==> src/rtl/op_lut_pkg.sv <==
// Shared definitions for the output-port-lookup forwarding engine:
// FSM states, decision cause codes and Ethernet/IP header field offsets.
package op_lut_pkg;

   typedef enum logic [1:0] {
      StIdle,
      StFwdHdr,
      StSend,
      StDrop
   } state_e;

   // Decision cause codes, reported as a 4-bit index on cause
   localparam logic [3:0] CauseFromCpu   = 4'd0;
   localparam logic [3:0] CauseNotForUs  = 4'd1;
   localparam logic [3:0] CauseNotIp     = 4'd2;
   localparam logic [3:0] CauseBadCsum   = 4'd3;
   localparam logic [3:0] CauseDestIpHit = 4'd4;
   localparam logic [3:0] CauseBadTtl    = 4'd5;
   localparam logic [3:0] CauseIpOptions = 4'd6;
   localparam logic [3:0] CauseLpmMiss   = 4'd7;
   localparam logic [3:0] CauseArpMiss   = 4'd8;
   localparam logic [3:0] CauseBcastDrop = 4'd9;
   localparam logic [3:0] CauseFwd       = 4'd10;
   localparam logic [3:0] CauseBcastCpu  = 4'd11;

   // Field positions within the first beat of a packet
   localparam int unsigned MacWidth  = 48;
   localparam int unsigned EthDstLsb = 0;
   localparam int unsigned EthSrcLsb = 48;
   localparam int unsigned IpTtlLsb  = 176;
   localparam int unsigned IpCsumLsb = 192;

endpackage

==> src/rtl/op_lut_src_mac_sel.sv <==
// Source MAC selection: the MAC of the lowest-numbered MAC port whose queue
// bit (2i) is set in output_port. CPU queue bits are ignored; when no MAC
// queue bit is set, port 0's address is used.
module op_lut_src_mac_sel
   import op_lut_pkg::*;
#(
   parameter int unsigned NUM_PORTS = 4
) (
   input  logic [2*NUM_PORTS-1:0]        output_port,
   input  logic [MacWidth*NUM_PORTS-1:0] mac_table,
   output logic [MacWidth-1:0]           src_mac
);

   // Scan from the top down so the lowest set MAC queue bit wins
   always_comb begin
      src_mac = mac_table[MacWidth-1:0];
      for (int i = NUM_PORTS - 1; i >= 0; i--) begin
         if (output_port[2*i]) src_mac = mac_table[MacWidth*i +: MacWidth];
      end
   end

endmodule

==> src/rtl/op_lut_fwd_engine.sv <==
// Output-port-lookup forwarding engine: takes the preprocess decision flags for
// the packet at the head of the input FIFO, picks a destination (forward, CPU
// or drop), rewrites the Ethernet/IP header on forwarded packets and streams
// the packet out through a registered AXI4-Stream master.
// Optional feature: define OP_LUT_BCAST_FWD_EN to send valid IP broadcasts to
// the CPU (cause 11) instead of dropping them (cause 9).
module op_lut_fwd_engine
   import op_lut_pkg::*;
#(
   parameter int unsigned C_S_AXIS_DATA_WIDTH  = 256,
   parameter int unsigned C_S_AXIS_TUSER_WIDTH = 128,
   parameter int unsigned NUM_PORTS            = 4,
   parameter int unsigned C_DST_PORT_POS       = 24
) (
   input  logic                              clk,
   input  logic                              reset,
   // Input FIFO head (fall-through)
   input  logic                              in_fifo_vld,
   input  logic [C_S_AXIS_DATA_WIDTH-1:0]    in_fifo_tdata,
   input  logic                              in_fifo_tlast,
   input  logic [C_S_AXIS_TUSER_WIDTH-1:0]   in_fifo_tuser,
   input  logic [C_S_AXIS_DATA_WIDTH/8-1:0]  in_fifo_tstrb,
   output logic                              in_fifo_rd_en,
   // Preprocess results
   input  logic                              preprocess_vld,
   output logic                              rd_preprocess_info,
   input  logic                              is_from_cpu,
   input  logic                              is_for_us,
   input  logic                              port_match,
   input  logic                              is_broadcast,
   input  logic                              is_ip_pkt,
   input  logic                              ip_checksum_is_good,
   input  logic                              ip_hdr_has_options,
   input  logic                              ip_ttl_is_good,
   input  logic                              dest_ip_hit,
   input  logic                              lpm_lookup_hit,
   input  logic                              arp_lookup_hit,
   input  logic [2*NUM_PORTS-1:0]            output_port,
   input  logic [2*NUM_PORTS-1:0]            to_cpu_output_port,
   input  logic [2*NUM_PORTS-1:0]            from_cpu_output_port,
   input  logic [47:0]                       next_hop_mac,
   input  logic [7:0]                        ip_new_ttl,
   input  logic [15:0]                       ip_new_checksum,
   input  logic [48*NUM_PORTS-1:0]           mac_table,
   // AXI4-Stream master
   output logic                              out_tvalid,
   output logic [C_S_AXIS_DATA_WIDTH-1:0]    out_tdata,
   output logic                              out_tlast,
   output logic [C_S_AXIS_TUSER_WIDTH-1:0]   out_tuser,
   output logic [C_S_AXIS_DATA_WIDTH/8-1:0]  out_tstrb,
   input  logic                              out_tready,
   // Decision report
   output logic [3:0]                        cause,
   output logic                              cause_vld
);

   localparam int unsigned NUM_QUEUES = 2 * NUM_PORTS;
   localparam int unsigned DW         = C_S_AXIS_DATA_WIDTH;
   localparam int unsigned UW         = C_S_AXIS_TUSER_WIDTH;
   localparam int unsigned SW         = C_S_AXIS_DATA_WIDTH / 8;

   state_e                state_q, state_d;
   logic [NUM_QUEUES-1:0] dst_port_q, dst_port_d;
   logic [3:0]            cause_q, cause_d;
   logic [MacWidth-1:0]   src_mac_q, src_mac_d;
   logic [MacWidth-1:0]   next_hop_q, next_hop_d;
   logic [7:0]            new_ttl_q, new_ttl_d;
   logic [15:0]           new_csum_q, new_csum_d;
   logic                  out_tvalid_q, out_tvalid_d;
   logic [DW-1:0]         out_tdata_q, out_tdata_d;
   logic                  out_tlast_q, out_tlast_d;
   logic [UW-1:0]         out_tuser_q, out_tuser_d;
   logic [SW-1:0]         out_tstrb_q, out_tstrb_d;

   state_e                dec_state;
   logic [NUM_QUEUES-1:0] dec_dst;
   logic [3:0]            dec_cause;
   logic [MacWidth-1:0]   sel_src_mac;
   logic                  decide;
   logic                  advance;
   logic [DW-1:0]         beat_tdata;
   logic [UW-1:0]         beat_tuser;

   op_lut_src_mac_sel #(
      .NUM_PORTS (NUM_PORTS)
   ) u_src_mac_sel (
      .output_port (output_port),
      .mac_table   (mac_table),
      .src_mac     (sel_src_mac)
   );

   // Prioritised packet decision; the first matching check wins
   always_comb begin
      dec_state = StSend;
      dec_dst   = to_cpu_output_port;
      dec_cause = CauseNotIp;
      if (is_from_cpu) begin
         dec_dst   = from_cpu_output_port;
         dec_cause = CauseFromCpu;
      end else if (!(is_for_us && (port_match || is_broadcast))) begin
         dec_state = StDrop;
         dec_dst   = '0;
         dec_cause = CauseNotForUs;
      end else if (!is_ip_pkt) begin
         dec_cause = CauseNotIp;
      end else if (!ip_checksum_is_good) begin
         dec_state = StDrop;
         dec_dst   = '0;
         dec_cause = CauseBadCsum;
      end else if (dest_ip_hit) begin
         dec_cause = CauseDestIpHit;
      end else if (!ip_ttl_is_good) begin
         dec_cause = CauseBadTtl;
      end else if (ip_hdr_has_options) begin
         dec_cause = CauseIpOptions;
      end else if (!lpm_lookup_hit) begin
         dec_cause = CauseLpmMiss;
      end else if (!arp_lookup_hit) begin
         dec_cause = CauseArpMiss;
      end else if (is_broadcast) begin
`ifdef OP_LUT_BCAST_FWD_EN
         dec_cause = CauseBcastCpu;
`else
         dec_state = StDrop;
         dec_dst   = '0;
         dec_cause = CauseBcastDrop;
`endif
      end else begin
         dec_state = StFwdHdr;
         dec_dst   = output_port;
         dec_cause = CauseFwd;
      end
   end

   // Handshakes: decision pulses, FIFO pop and output-register advance
   always_comb begin
      decide             = !reset && (state_q == StIdle) && preprocess_vld;
      rd_preprocess_info = decide;
      cause_vld          = decide;
      cause              = decide ? dec_cause : cause_q;
      advance            = !out_tvalid_q || out_tready;
      in_fifo_rd_en      = 1'b0;
      if (!reset && in_fifo_vld) begin
         if (state_q == StDrop) begin
            // Dropped beats never reach the output, so backpressure is irrelevant
            in_fifo_rd_en = 1'b1;
         end else if ((state_q == StFwdHdr) || (state_q == StSend)) begin
            in_fifo_rd_en = advance;
         end
      end
   end

   // Beat as it will be emitted: destination tagged, header rewritten on FWD_HDR
   always_comb begin
      beat_tuser = in_fifo_tuser;
      beat_tuser[C_DST_PORT_POS +: NUM_QUEUES] = dst_port_q;
      beat_tdata = in_fifo_tdata;
      if (state_q == StFwdHdr) begin
         beat_tdata[EthDstLsb +: MacWidth] = next_hop_q;
         beat_tdata[EthSrcLsb +: MacWidth] = src_mac_q;
         beat_tdata[IpTtlLsb +: 8]         = new_ttl_q;
         beat_tdata[IpCsumLsb +: 16]       = new_csum_q;
      end
   end

   // Next-state logic for the FSM, latched decision and output register
   always_comb begin
      state_d      = state_q;
      dst_port_d   = dst_port_q;
      cause_d      = cause_q;
      src_mac_d    = src_mac_q;
      next_hop_d   = next_hop_q;
      new_ttl_d    = new_ttl_q;
      new_csum_d   = new_csum_q;
      out_tvalid_d = out_tvalid_q;
      out_tdata_d  = out_tdata_q;
      out_tlast_d  = out_tlast_q;
      out_tuser_d  = out_tuser_q;
      out_tstrb_d  = out_tstrb_q;

      if (advance) out_tvalid_d = 1'b0;

      case (state_q)
         StIdle: begin
            if (decide) begin
               state_d    = dec_state;
               dst_port_d = dec_dst;
               cause_d    = dec_cause;
               // Preprocess results are popped now, so keep what FWD_HDR needs
               src_mac_d  = sel_src_mac;
               next_hop_d = next_hop_mac;
               new_ttl_d  = ip_new_ttl;
               new_csum_d = ip_new_checksum;
            end
         end
         StFwdHdr, StSend: begin
            if (in_fifo_rd_en) begin
               out_tvalid_d = 1'b1;
               out_tdata_d  = beat_tdata;
               out_tlast_d  = in_fifo_tlast;
               out_tuser_d  = beat_tuser;
               out_tstrb_d  = in_fifo_tstrb;
               state_d      = in_fifo_tlast ? StIdle : StSend;
            end
         end
         StDrop: begin
            if (in_fifo_rd_en && in_fifo_tlast) state_d = StIdle;
         end
         default: state_d = StIdle;
      endcase
   end

   // State and output registers with synchronous active-high reset
   always_ff @(posedge clk) begin
      if (reset) begin
         state_q      <= StIdle;
         dst_port_q   <= '0;
         cause_q      <= '0;
         src_mac_q    <= '0;
         next_hop_q   <= '0;
         new_ttl_q    <= '0;
         new_csum_q   <= '0;
         out_tvalid_q <= 1'b0;
         out_tdata_q  <= '0;
         out_tlast_q  <= 1'b0;
         out_tuser_q  <= '0;
         out_tstrb_q  <= '0;
      end else begin
         state_q      <= state_d;
         dst_port_q   <= dst_port_d;
         cause_q      <= cause_d;
         src_mac_q    <= src_mac_d;
         next_hop_q   <= next_hop_d;
         new_ttl_q    <= new_ttl_d;
         new_csum_q   <= new_csum_d;
         out_tvalid_q <= out_tvalid_d;
         out_tdata_q  <= out_tdata_d;
         out_tlast_q  <= out_tlast_d;
         out_tuser_q  <= out_tuser_d;
         out_tstrb_q  <= out_tstrb_d;
      end
   end

   assign out_tvalid = out_tvalid_q;
   assign out_tdata  = out_tdata_q;
   assign out_tlast  = out_tlast_q;
   assign out_tuser  = out_tuser_q;
   assign out_tstrb  = out_tstrb_q;

endmodule
==> config.mk <==
export PLATFORM = sky130hd
export DESIGN_NAME = op_lut_fwd_engine
export DESIGN_NICKNAME = d
export VERILOG_FILES = /design/src/rtl/op_lut_pkg.sv /design/src/rtl/op_lut_src_mac_sel.sv /design/src/rtl/op_lut_fwd_engine.sv
export SDC_FILE = /design/constraint.sdc
export NUM_CORES = 1
export LEC_CHECK = 0
export BUFFER_PORTS_ARGS = -buffer_cell sky130_fd_sc_hd__buf_2
export CORE_AREA = 2 2 444 446
export DETAILED_ROUTE_END_ITERATION = 16
export DIE_AREA = 0 0 446 448
export PLACE_DENSITY = 0.37
export RECOVER_POWER = 25
export SYNTH_ARGS = -nofsm -noshare
export SYNTH_HDL_FRONTEND = slang
export SYNTH_SLANG_ARGS = --single-unit
==> constraint.sdc <==
create_clock -name clk -period 2.1 [get_ports clk]
set_input_delay 0.315 -clock clk [delete_from_list [all_inputs] [get_ports clk]]
set_output_delay 0.315 -clock clk [all_outputs]
set_load 0.1 [all_outputs]
---- After elaboration in Yosys (flattened, before gate mapping) ----
Index checks and enable logic that the tools add are counted.
operators by class
  equality and inequality tests ........... 6
  muxes and demuxes ....................... 49
  reduce and logical (&&, ||, !) cells .... 15
operators with widths
  cell                                            number
  two-way mux 48 bit                              4
  two-way mux 96 bit                              1
  two-way mux 8 bit                               11
  two-way mux 4 bit                               9
  two-way mux 2 bit                               16
  two-way mux 16 bit                              1
  two-way mux 1 bit                               6
  one-hot mux 2 bit (3 select lines)              1
  logical AND 1 bit                               5
  == test 2 bit (second input constant)           2
  != test 2 bit (second input constant)           2
  AND reduction 2 bit                             2
  logical OR 1 bit                                3
  AND reduction 3 bit                             1
  == test 2 x 1 -> 1 bit (second input constant)  1
  logical NOT 1 bit                               2
  logical NOT 2 bit                               1
  != test 2 x 1 -> 1 bit (second input constant)  1
  OR reduction 2 bit                              1
storage, ports and cells
  output and inout port bits .............. 425
  register bits ........................... 552
  logic and storage cells ................. 82
  bits of input ports ..................... 721

---- Longest topological paths before layout ----
Gate-level depths: netlist (run 1).
  depth in word-level cells ............... 12
  mapped depth ............................ 9
  depth with buffers taken out ............ 6

---- Modules after synthesis ----
From an unflattened synthesis (run 1), not the netlist that was laid out.
unflattened totals
  cells, all modules ...................... 2707
  area total of the unflattened synthesis .. 22167.5 um2
by module, submodules not included
  module              instances  area each (um2)  cells an instance
  op_lut_fwd_engine   1          20440.9          2481
  op_lut_src_mac_sel  1          1726.7           226

---- Worst setup path before layout (run 1) ----
No wires, ideal clock.
  kind .................................... register to output
  from .................................... reg state_q[1]
  to ...................................... out cause[1]
  buffers on the path ..................... 0
  arrival time ............................ 2.373 ns
  stages on the path, launching flop included .. 7
  path slack .............................. -0.588 ns
  path through ............................ dfxtp_1 -> inv_1 -> ha_1 -> nand3b_1 -> inv_1 -> o211ai_1 -> nand2_1
between the ends
  cells in the longest elaborated chain, start to end .. 4
RTL lines
  what                            RTL line                  source
  from (decl)                     op_lut_fwd_engine.sv:62   state_e state_q, state_d;
  from (signal assigned)          op_lut_fwd_engine.sv:216  state_q <= StIdle;
  from (signal assigned)          op_lut_fwd_engine.sv:229  state_q <= state_d;
  logical NOT 2 bit               op_lut_fwd_engine.sv:137  decide = !reset && (state_q == StIdle) && preprocess_vld;
  logical AND 1 bit (2 in a row)  op_lut_fwd_engine.sv:137
  named net cause_vld             op_lut_fwd_engine.sv:54   output logic cause_vld
  two-way mux 4 bit               --
  to (decl)                       op_lut_fwd_engine.sv:53   output logic [3:0] cause,
The timed path passes the listed nets, and every way through them passes these cells.

---- Worst setup path after layout (run 1) ----
  from .................................... reg state_q[0]
  to ...................................... out cause[1]
between the ends
  cells in the longest elaborated chain, start to end .. 4
RTL lines
  what                            RTL line
  logical NOT 2 bit               op_lut_fwd_engine.sv:137
  logical AND 1 bit (2 in a row)  op_lut_fwd_engine.sv:137
  two-way mux 4 bit               --
No other way between the ends.

==> results.cfg, run 1 <==
[synth]
yosysSeqAreaShare = 0.494
netlist-cell-type-count = 43
avgSynthCellArea_um2 = 8.13
synth_warnings = 0
netlist_area_mm2 = 0.0224
async_flop_share = 0
ys_seq_elements = 552
synth_ff_type = dfxtp_1
synth-edff-count = 0
syn_nets = 3478
syn-instance-count = 2753

[floorplanning]
fp.dieH_um = 448
fp-row-count = 162
die_x_um = 446
io_pins = 1146
start_util = 0.115
coreArea_mm2 = 0.195
dieArea_mm2 = 0.200

[sta]
rsz0062_at_grt = yes
finalClockSkew_ns = 0.0333
period_minus_slack_ns = 2.36
slew_viol_final = 0
timing.slew.headroom = 0.527
hold_ws_ns = 0.0144
fmax_mhz = 425
setup_ws_ns = -0.255
setup_viol = 7
tightest_slew_ns = 0.715
post-route-period-util = 1.12
finalHoldViolations = 0

[power_and_ir_drop]
power.share.clock = 0.249
power_density_mw_per_mm2 = 1320
sw_frac_of_total = 0.505
p_switching_mw = 27.3
seq_power_share = 0.258
power_leakage_nw = 17.3
p_int_mw = 26.7
peakVddDrop_mv = 0.614
comb_power_share = 0.493

[clock_tree]
clock_latency_ns = 0.68
cts_sinks = 552
numCtsBuffers = 76
root_buffer = clkbuf_16
cts_tree = yes
htree_levels = 3
clkTransAtPathRegs_ns = 0.06
clk_path_buf_depth = 3

[global_route]
grt_pass1_wl_mm = 213
grt_pass1_vias = 26900
grt-ovfl-total = 0
antenna_found_initial = 58
grtUsageTotal = 0.152
grt_max_degree = 113

[setup_path]
path_class = flop to output port
cp_max_fo = 4
critPathLaunch = state_q[0]
worstSetupStartpointType = flop
reg2reg_from = state_q[0]
reg2reg_depth = 10
crit_path_end_kind = output port
cp.arrival_ns = 2.04
required_ns = 1.78

[layout]
finalNetCount = 5187
mostFrequentLayoutCells = 1127 x buf_2, 762 x nand2_1, 581 x dlygate4sd3_1, 549 x dfxtp_1, 431 x a21oi_1
drive_above_1_share = 0.319
fillers = 21900
multi_input_area_mm2 = 0.0102
area_growth_pct = 83.2
postLayoutCoreUtil = 0.211
final_common_cell = buf_2
seq_area_mm2 = 0.0111

[run_status]
failed_checks = setup timing
status = finished, violations left

[job]
drv_cap = 0

[detailed_routing]
drc_errors = 0
drt_pass1_iterations = 8
wl_mm = 165
vias_per_cell = 3.85
drtIter0Drc = 1794
num_vias = 27200
ant_nets = 0
wire_per_inst_um = 23.3

[hold_path]
worst_hold_startpoint = next_hop_mac[1]
hold_depth = 3
hold_class = input port to flop

[place]
io_buffers = 1137
gp_congestion = 0.926
hpwl_mm = 128
path summary, 6_finish.rpt:
path                                  endpoint  slack (ns)
worst max-delay path                  cause[1]       -0.26
worst max register to register  out_tdata[252]        0.09
worst min-delay path             next_hop_q[1]        0.01
worst min register to register  out_tdata[130]        0.45
cell families after synthesis:
| family | after synthesis | share of synthesized area |
|---|---|---|
| mux | 121 | 0.0541 |
| fa+ha+maj | 4 | 0.00224 |
| simple gates | 1037 | 0.187 |
| buf+inv | 300 | 0.0577 |
| compound gates | 739 | 0.205 |
| flops | 552 | 0.494 |
area by class of cell:
type	instances	area share
Sequential cell	552	0.270
Multi-Input combinational cell	1901	0.248
Timing Repair Buffer	1876	0.337
Inverter	55	0.00519
Antenna cell	21	0.00128
Tap cell	2542	0.0776
Clock inverter	19	0.00662
Clock buffer	114	0.0553
timing repair:
action,in CTS,in global routing
pin swaps,10,16
cloned,1,20
setup endpoints to repair,21,162
endpoints found under the hold margin,517,0
setup buffers,8,11
gates resized for setup,17,32
hold buffers,581,0
synthesized netlist by cell type, drive strengths merged, types with 15 or more instances:
library cell  instances  share of area
nand2               769           0.13
dfxtp               552           0.49
a21oi               432          0.097
clkbuf              130          0.022
nor2                126          0.021
a211oi              121          0.041
mux2i               121          0.054
buf                 115          0.027
nand3                71          0.016
inv                  55         0.0092
nor2b                51          0.014
a211o                49          0.019
a22oi                48          0.016
o221ai               41          0.016
o21ai                15         0.0034
power groups by stage:
stage	combinational, mW	sequential (mW)	clock, mW
3_3_place_gp	24.5	14.1	0
5_1_grt	28.0	14.2	14.3
6_report	26.7	13.9	13.5
3_5_place_dp	24.6	14.1	0
4_1_cts	25.7	13.9	14.0
2_1_floorplan	5.39	26.3	0
sequential cells by signal, indices dropped and copies added, names as in the netlist:
register and flops:
next_hop_q 48, new_csum_q 16, src_mac_q 48, out_tstrb 32, cause_q 4, out_tdata 256, out_tvalid 1, dst_port_q 8
out_tlast 1, state_q 2, out_tuser 128, new_ttl_q 8
worst max-delay path, cell delays in order (launching register included):
cell	delay, ns
dfxtp_4	0.36
inv_4	0.04
ha_4	0.15
nand3b_1	0.09
buf_6	0.13
clkinvlp_4	0.14
o211ai_1	0.18
nand2_2	0.11
buf_12	0.17
per-stage QoR:
stage                     setup TNS (ns)  power [mW]  setup slack [ns]  cells  cell area [um^2]
after detailed placement        -0.00962        38.7          -0.00832   6308             31700
after CTS                          -2.01        53.7            -0.355   7030             40200
final                              -1.32        54.1            -0.255   7080             41000
after global routing               -2.46        56.6            -0.418   7074             41000
after floorplan                   -0.203        31.7            -0.203   2753             22400
after global placement                 0        38.6            0.0229   6308             31700
routing by layer:
metal	wire length [um]	GRT usage
met5	70	0
met4	4020	0.0426
met3	18000	0.0739
met2	77100	0.246
met1	66100	0.176
No activity file was read; power rests on OpenSTA's default activity.
==> inputs of run 2 (changes only) <==
- SKIP_LAST_GASP: unset -> 1
==> run 2 against run 1 <==
  * The run still ends with setup timing left
  * Largest power group unchanged
  * Routed wire length is 0.13% lower
  * First-iteration DRC count shrank 0.28%
  * Via count decreased by 0.14%
  * Combinational power is essentially flat
  * Non-clock buffer count up 2
  * Sequential power about the same
  * Total power decreased by 0.13%
  * Sequential cell count stayed put
  * Cell area is 0.12% lower
==> results.cfg, run 2 (same netlist as run 1, synthesis figures left out) <==
[run_status]
status = finished, violations left
failed_checks = setup timing

[detailed_routing]
drt_pass1_iterations = 6
ant_nets = 0
wire_per_inst_um = 23.3
drc_errors = 0
wl_mm = 165
vias_per_cell = 3.84
drtIter0Drc = 1789
num_vias = 27200

[sta]
slew_viol_final = 0
finalClockSkew_ns = 0.0344
timing.slew.headroom = 0.535
setup_viol = 7
finalHoldViolations = 0
rsz0062_at_grt = yes
setup_ws_ns = -0.267
period_minus_slack_ns = 2.37
tightest_slew_ns = 0.702
tns_ns = -1.40
fmax_mhz = 422
post-route-period-util = 1.13

[global_route]
grtUsageTotal = 0.152
grt_pass1_wl_mm = 213
grt_max_degree = 113
grt_pass1_vias = 26900
antenna_found_initial = 58
grt-ovfl-total = 0

[floorplanning]
fp-row-count = 162
dieArea_mm2 = 0.200
io_pins = 1146
coreArea_mm2 = 0.195
start_util = 0.115
fp.dieH_um = 448
die_x_um = 446

[place]
place_inst = 6308
io_buffers = 1137
gp_congestion = 0.926
place_ws_ns = -0.00832
hpwl_mm = 128

[layout]
final_common_cell = buf_2
finalNonFillerCells = 7082
largest_reg_flops = 256
mostFrequentLayoutCells = 1127 x buf_2, 764 x nand2_1, 581 x dlygate4sd3_1, 549 x dfxtp_1, 431 x a21oi_1
finalNetCount = 5189
area_growth_pct = 83.0
drive_above_1_share = 0.320
postLayoutCoreUtil = 0.210

[setup_path]
cp_slowest_stage_delay_ns = 0.35
cp_max_fo = 4
reg2reg_from = state_q[0]
reg2reg_depth = 8
cp.arrival_ns = 2.05
slowest_stage = dfxtp_4
path_class = flop to output port
worstSetupStartpointType = flop
required_ns = 1.78
rrSetupSlack_ns = 0.05
crit_path_end_kind = output port
cp_cell_sequence = inv_4 -> ha_4 -> nand3b_1 -> buf_6 -> clkinvlp_4 -> o211ai_1 -> nand2_2 -> buf_12
r2r_end = next_hop_q[1]

[clock_tree]
cts_sinks = 552
root_buffer = clkbuf_16
clk_path_buf_depth = 3
htree_levels = 3
cts_tree = yes
numCtsBuffers = 76
clkTransAtPathRegs_ns = 0.05
clock_latency_ns = 0.68

[power_and_ir_drop]
peakVddDrop_mv = 0.631
power_density_mw_per_mm2 = 1320
power_leakage_nw = 17.2

[hold_path]
hold_depth = 3
worst_hold_startpoint = in_fifo_tdata[61]
hold_end = out_tdata[61]
hold_class = input port to flop

[job]
drv_cap = 0
[run 2: cell type report]
type / count / area (um^2)
inverters: 55 / 213
fillers: 21900 / 154000
well taps: 2542 / 3180
clock inverters: 19 / 272
diodes: 21 / 52.6
clock buffers: 114 / 2270
repair buffers: 1878 / 13700
flip-flops and latches: 552 / 11100
multi-input cells: 1901 / 10200
[run 2: stage by stage]
| step | hold slack, ns | instance area (um^2) | total power [mW] |
|---|---|---|---|
| after detailed placement | 0.444 | 31700 | 38.7 |
| after floorplan | 0.432 | 22400 | 31.7 |
| after CTS | 0.000214 | 40200 | 53.7 |
| after global routing | 0.0379 | 40900 | 56.5 |
| after global placement | 0.441 | 31700 | 38.6 |
| final | 0.0809 | 41000 | 54.0 |
[run 2: what timing repair did]
action | 4_1_cts | 5_1_grt
buffers inserted | 8 | 14
hold endpoints to repair | 517 | 0
setup endpoints to repair | 21 | 315
gates resized for setup | 15 | 32
hold buffers | 581 | 0
gates cloned | 1 | 18
pin swaps | 10 | 6
[run 2: how the worst max path moves through the flow]
stage	start	end	slack (ns)	cells past startpoint
final	state_q[0]	cause[1]	-0.27	8
after floorplan	state_q[0]	cause[1]	-0.20	6
after global placement	state_q[0]	out_tdata[1]	0.02	8
after CTS	state_q[0]	cause[1]	-0.36	8
after detailed placement	state_q[0]	out_tdata[183]	-0.008	8
after global routing	state_q[0]	cause[1]	-0.42	8
[run 2: metal layers]
metal	global-route usage	up-vias	routed length (um)
met5	0	-	56
met4	0.0440	8	4390
met3	0.0738	223	17900
met2	0.245	962	76600
met1	0.176	13100	66100
li1	-	12900	-
[run 2: critical path: cells and delay by family (launching register included)]
| kind | cells | cell delay, ns |
|---|---|---|
| adder cells (fa/ha/maj) | 1 | 0.15 |
| flip-flops | 1 | 0.35 |
| buffers and inverters | 4 | 0.48 |
| AND/OR/NAND/NOR | 2 | 0.20 |
| AO/OA/AOI/OAI | 1 | 0.18 |
[run 2: where the power goes]
part	total [mW]	switching [mW]	internal [mW]	leakage, nW
clock	13.5	5.41	8.06	1.24
sequential	13.9	1.27	12.7	4.50
combinational	26.6	20.6	5.95	11.5
==> inputs of run 3 (changes only) <==
- CORE_AREA: 2 2 444 446 -> 5 5 447 449
- DIE_AREA: 0 0 446 448 -> 0 0 452 454
- PLACE_DENSITY: 0.37 -> unset
- PLACE_DENSITY_LB_ADDON: unset -> 0.1
==> run 3 against run 2 <==
  * The run still ends with setup timing left
  * Setup slack got worse by 0.037 ns
  * First-iteration DRC count down 11%
  * Non-clock buffer count increased by 39
  * Total power rose by 2.1%
  * Fmax decreased by 1.6%
  * Cell count up 1.0%
  * Count of clock-buffer cells in the layout grew 11
  * Register-to-register slack lost 0.14 ns
  * Critical path depth down 1
  * Global-route usage down 0.52 points
  * Sequential share of layout area decreased by 0.66 points
==> results.cfg, run 3 (same netlist as run 1, synthesis figures left out) <==
[floorplanning]
coreArea_mm2 = 0.196
fp-row-count = 163
dieArea_mm2 = 0.205
die_x_um = 452
start_util = 0.114
fp.dieH_um = 454
io_pins = 1146

[detailed_routing]
wire_per_inst_um = 23.1
drtIter0Drc = 1593
drt_pass1_iterations = 5
drc_errors = 0
wl_mm = 165
ant_nets = 0
vias_per_cell = 3.77
num_vias = 27000

[clock_tree]
cts_sinks = 552
cts_tree = yes
clock_latency_ns = 0.73
clkTransAtPathRegs_ns = 0.06
root_buffer = clkbuf_16
clk_path_buf_depth = 3
numCtsBuffers = 80
htree_levels = 3

[power_and_ir_drop]
peakVddDrop_mv = 0.609
power_density_mw_per_mm2 = 1310
p_total_mw = 55.1
power_leakage_nw = 17.6

[setup_path]
rrSetupSlack_ns = -0.09
cp_max_fo = 3
reg2reg_from = state_q[1]
critPathLaunch = state_q[1]
cp_slowest_stage_delay_ns = 0.35
slowest_stage = dfxtp_2
reg2reg_depth = 11
crit_path_end_kind = output port
r2r_end = out_tuser[92]
cp_num_buf_inv = 3
required_ns = 1.78
cp.arrival_ns = 2.09
cp_cell_sequence = inv_4 -> ha_4 -> nand3b_1 -> clkinvlp_4 -> o211ai_1 -> nand2_2 -> buf_12
path_class = flop to output port
crit_family = buffers and inverters
worstSetupStartpointType = flop
path_depth = 7
endpoint = cause[1]

[sta]
slew_viol_final = 0
tightest_slew_ns = 1.09
rsz0062_at_grt = yes
post-route-period-util = 1.15
finalClockSkew_ns = 0.0192
setup_viol = 9
timing.slew.headroom = 0.271
period_minus_slack_ns = 2.40
finalHoldViolations = 0
fmax_mhz = 416
setup_ws_ns = -0.305
tns_ns = -1.66

[layout]
fillers = 22100
finalNonFillerCells = 7154
area_growth_pct = 87.6
largest_reg_flops = 256
postLayoutCoreUtil = 0.214
final_common_cell = buf_2
drive_above_1_share = 0.338
finalNetCount = 5232
mostFrequentLayoutCells = 1121 x buf_2, 723 x nand2_1, 592 x dlygate4sd3_1, 549 x dfxtp_1, 402 x a21oi_1

[job]
drv_cap = 0

[place]
io_buffers = 1137
hpwl_mm = 125
place_inst = 6335
gp_congestion = 0.834

[hold_path]
hold_depth = 3
hold_class = input port to flop

[global_route]
grt-ovfl-total = 0
grt_max_degree = 160
grtUsageTotal = 0.146
antenna_found_initial = 51
grt_pass1_wl_mm = 215
grt_pass1_vias = 26900

[run_status]
failed_checks = setup timing
status = finished, violations left
## run 3: where the power goes
group / internal [mW] / total (mW) / switching [mW]
logic: 6.61 / 27.3 / 20.7
registers: 12.7 / 14.0 / 1.32
clock network: 8.03 / 13.8 / 5.81
total: 27.3 / 55.1 / 27.8
## run 3: tightest hold or removal path, cell delays in order
cell      delay [ns]
buf_2           0.10
mux2i_1         0.18
a211oi_1        0.10
## run 3: final cells by class
| type | count | area [um^2] | share of cell area |
|---|---|---|---|
| tap | 2557 | 3200 | 0.0762 |
| clock inverter | 20 | 244 | 0.00581 |
| timing repair buffer | 1917 | 14300 | 0.341 |
| multi-input combinational | 1901 | 10500 | 0.250 |
| antenna | 27 | 67.6 | 0.00161 |
| sequential | 552 | 11100 | 0.263 |
| clock buffer | 125 | 2400 | 0.0572 |
| inverter | 55 | 213 | 0.00507 |
## run 3: what timing repair did
action	CTS	global route
pin swaps	7	39
hold endpoints to repair	517	0
endpoints found under the setup margin	12	138
gates cloned	0	27
setup buffers	9	22
hold buffers	592	0
gates resized for setup	18	136
## run 3: worst min path at each step
| stage | startpoint | slack [ns] | end |
|---|---|---|---|
| after global routing | mac_table[89] | 0.03 | src_mac_q[41] |
| after detailed placement | out_tdata[104] | 0.44 | out_tdata[104] |
| after CTS | mac_table[144] | 0.002 | src_mac_q[0] |
| final | in_fifo_tdata[194] | 0.04 | out_tdata[194] |
| after global placement | out_tdata[159] | 0.44 | out_tdata[159] |
| after floorplan | dst_port_q[6] | 0.43 | out_tuser[30] |
## run 3: routing by layer
metal,vias to the layer above,wire [um],share of wire,track usage
li1,13000,-,-,-
met1,12900,72400,0.44,0.185
met2,806,79300,0.48,0.244
met3,218,9360,0.057,0.0388
met4,8,4440,0.027,0.0441
met5,-,50,0.00030,0
## run 3: metrics by stage
| step | hold WS (ns) | worst slack (ns) | cell area [um^2] |
|---|---|---|---|
| floorplan | 0.432 | -0.203 | 22400 |
| global placement | 0.441 | 0.111 | 31900 |
| detailed placement | 0.444 | 0.0846 | 31900 |
| CTS | 0.00230 | -0.404 | 40600 |
| global route | 0.0277 | -0.448 | 42000 |
| finish | 0.0435 | -0.305 | 42000 |
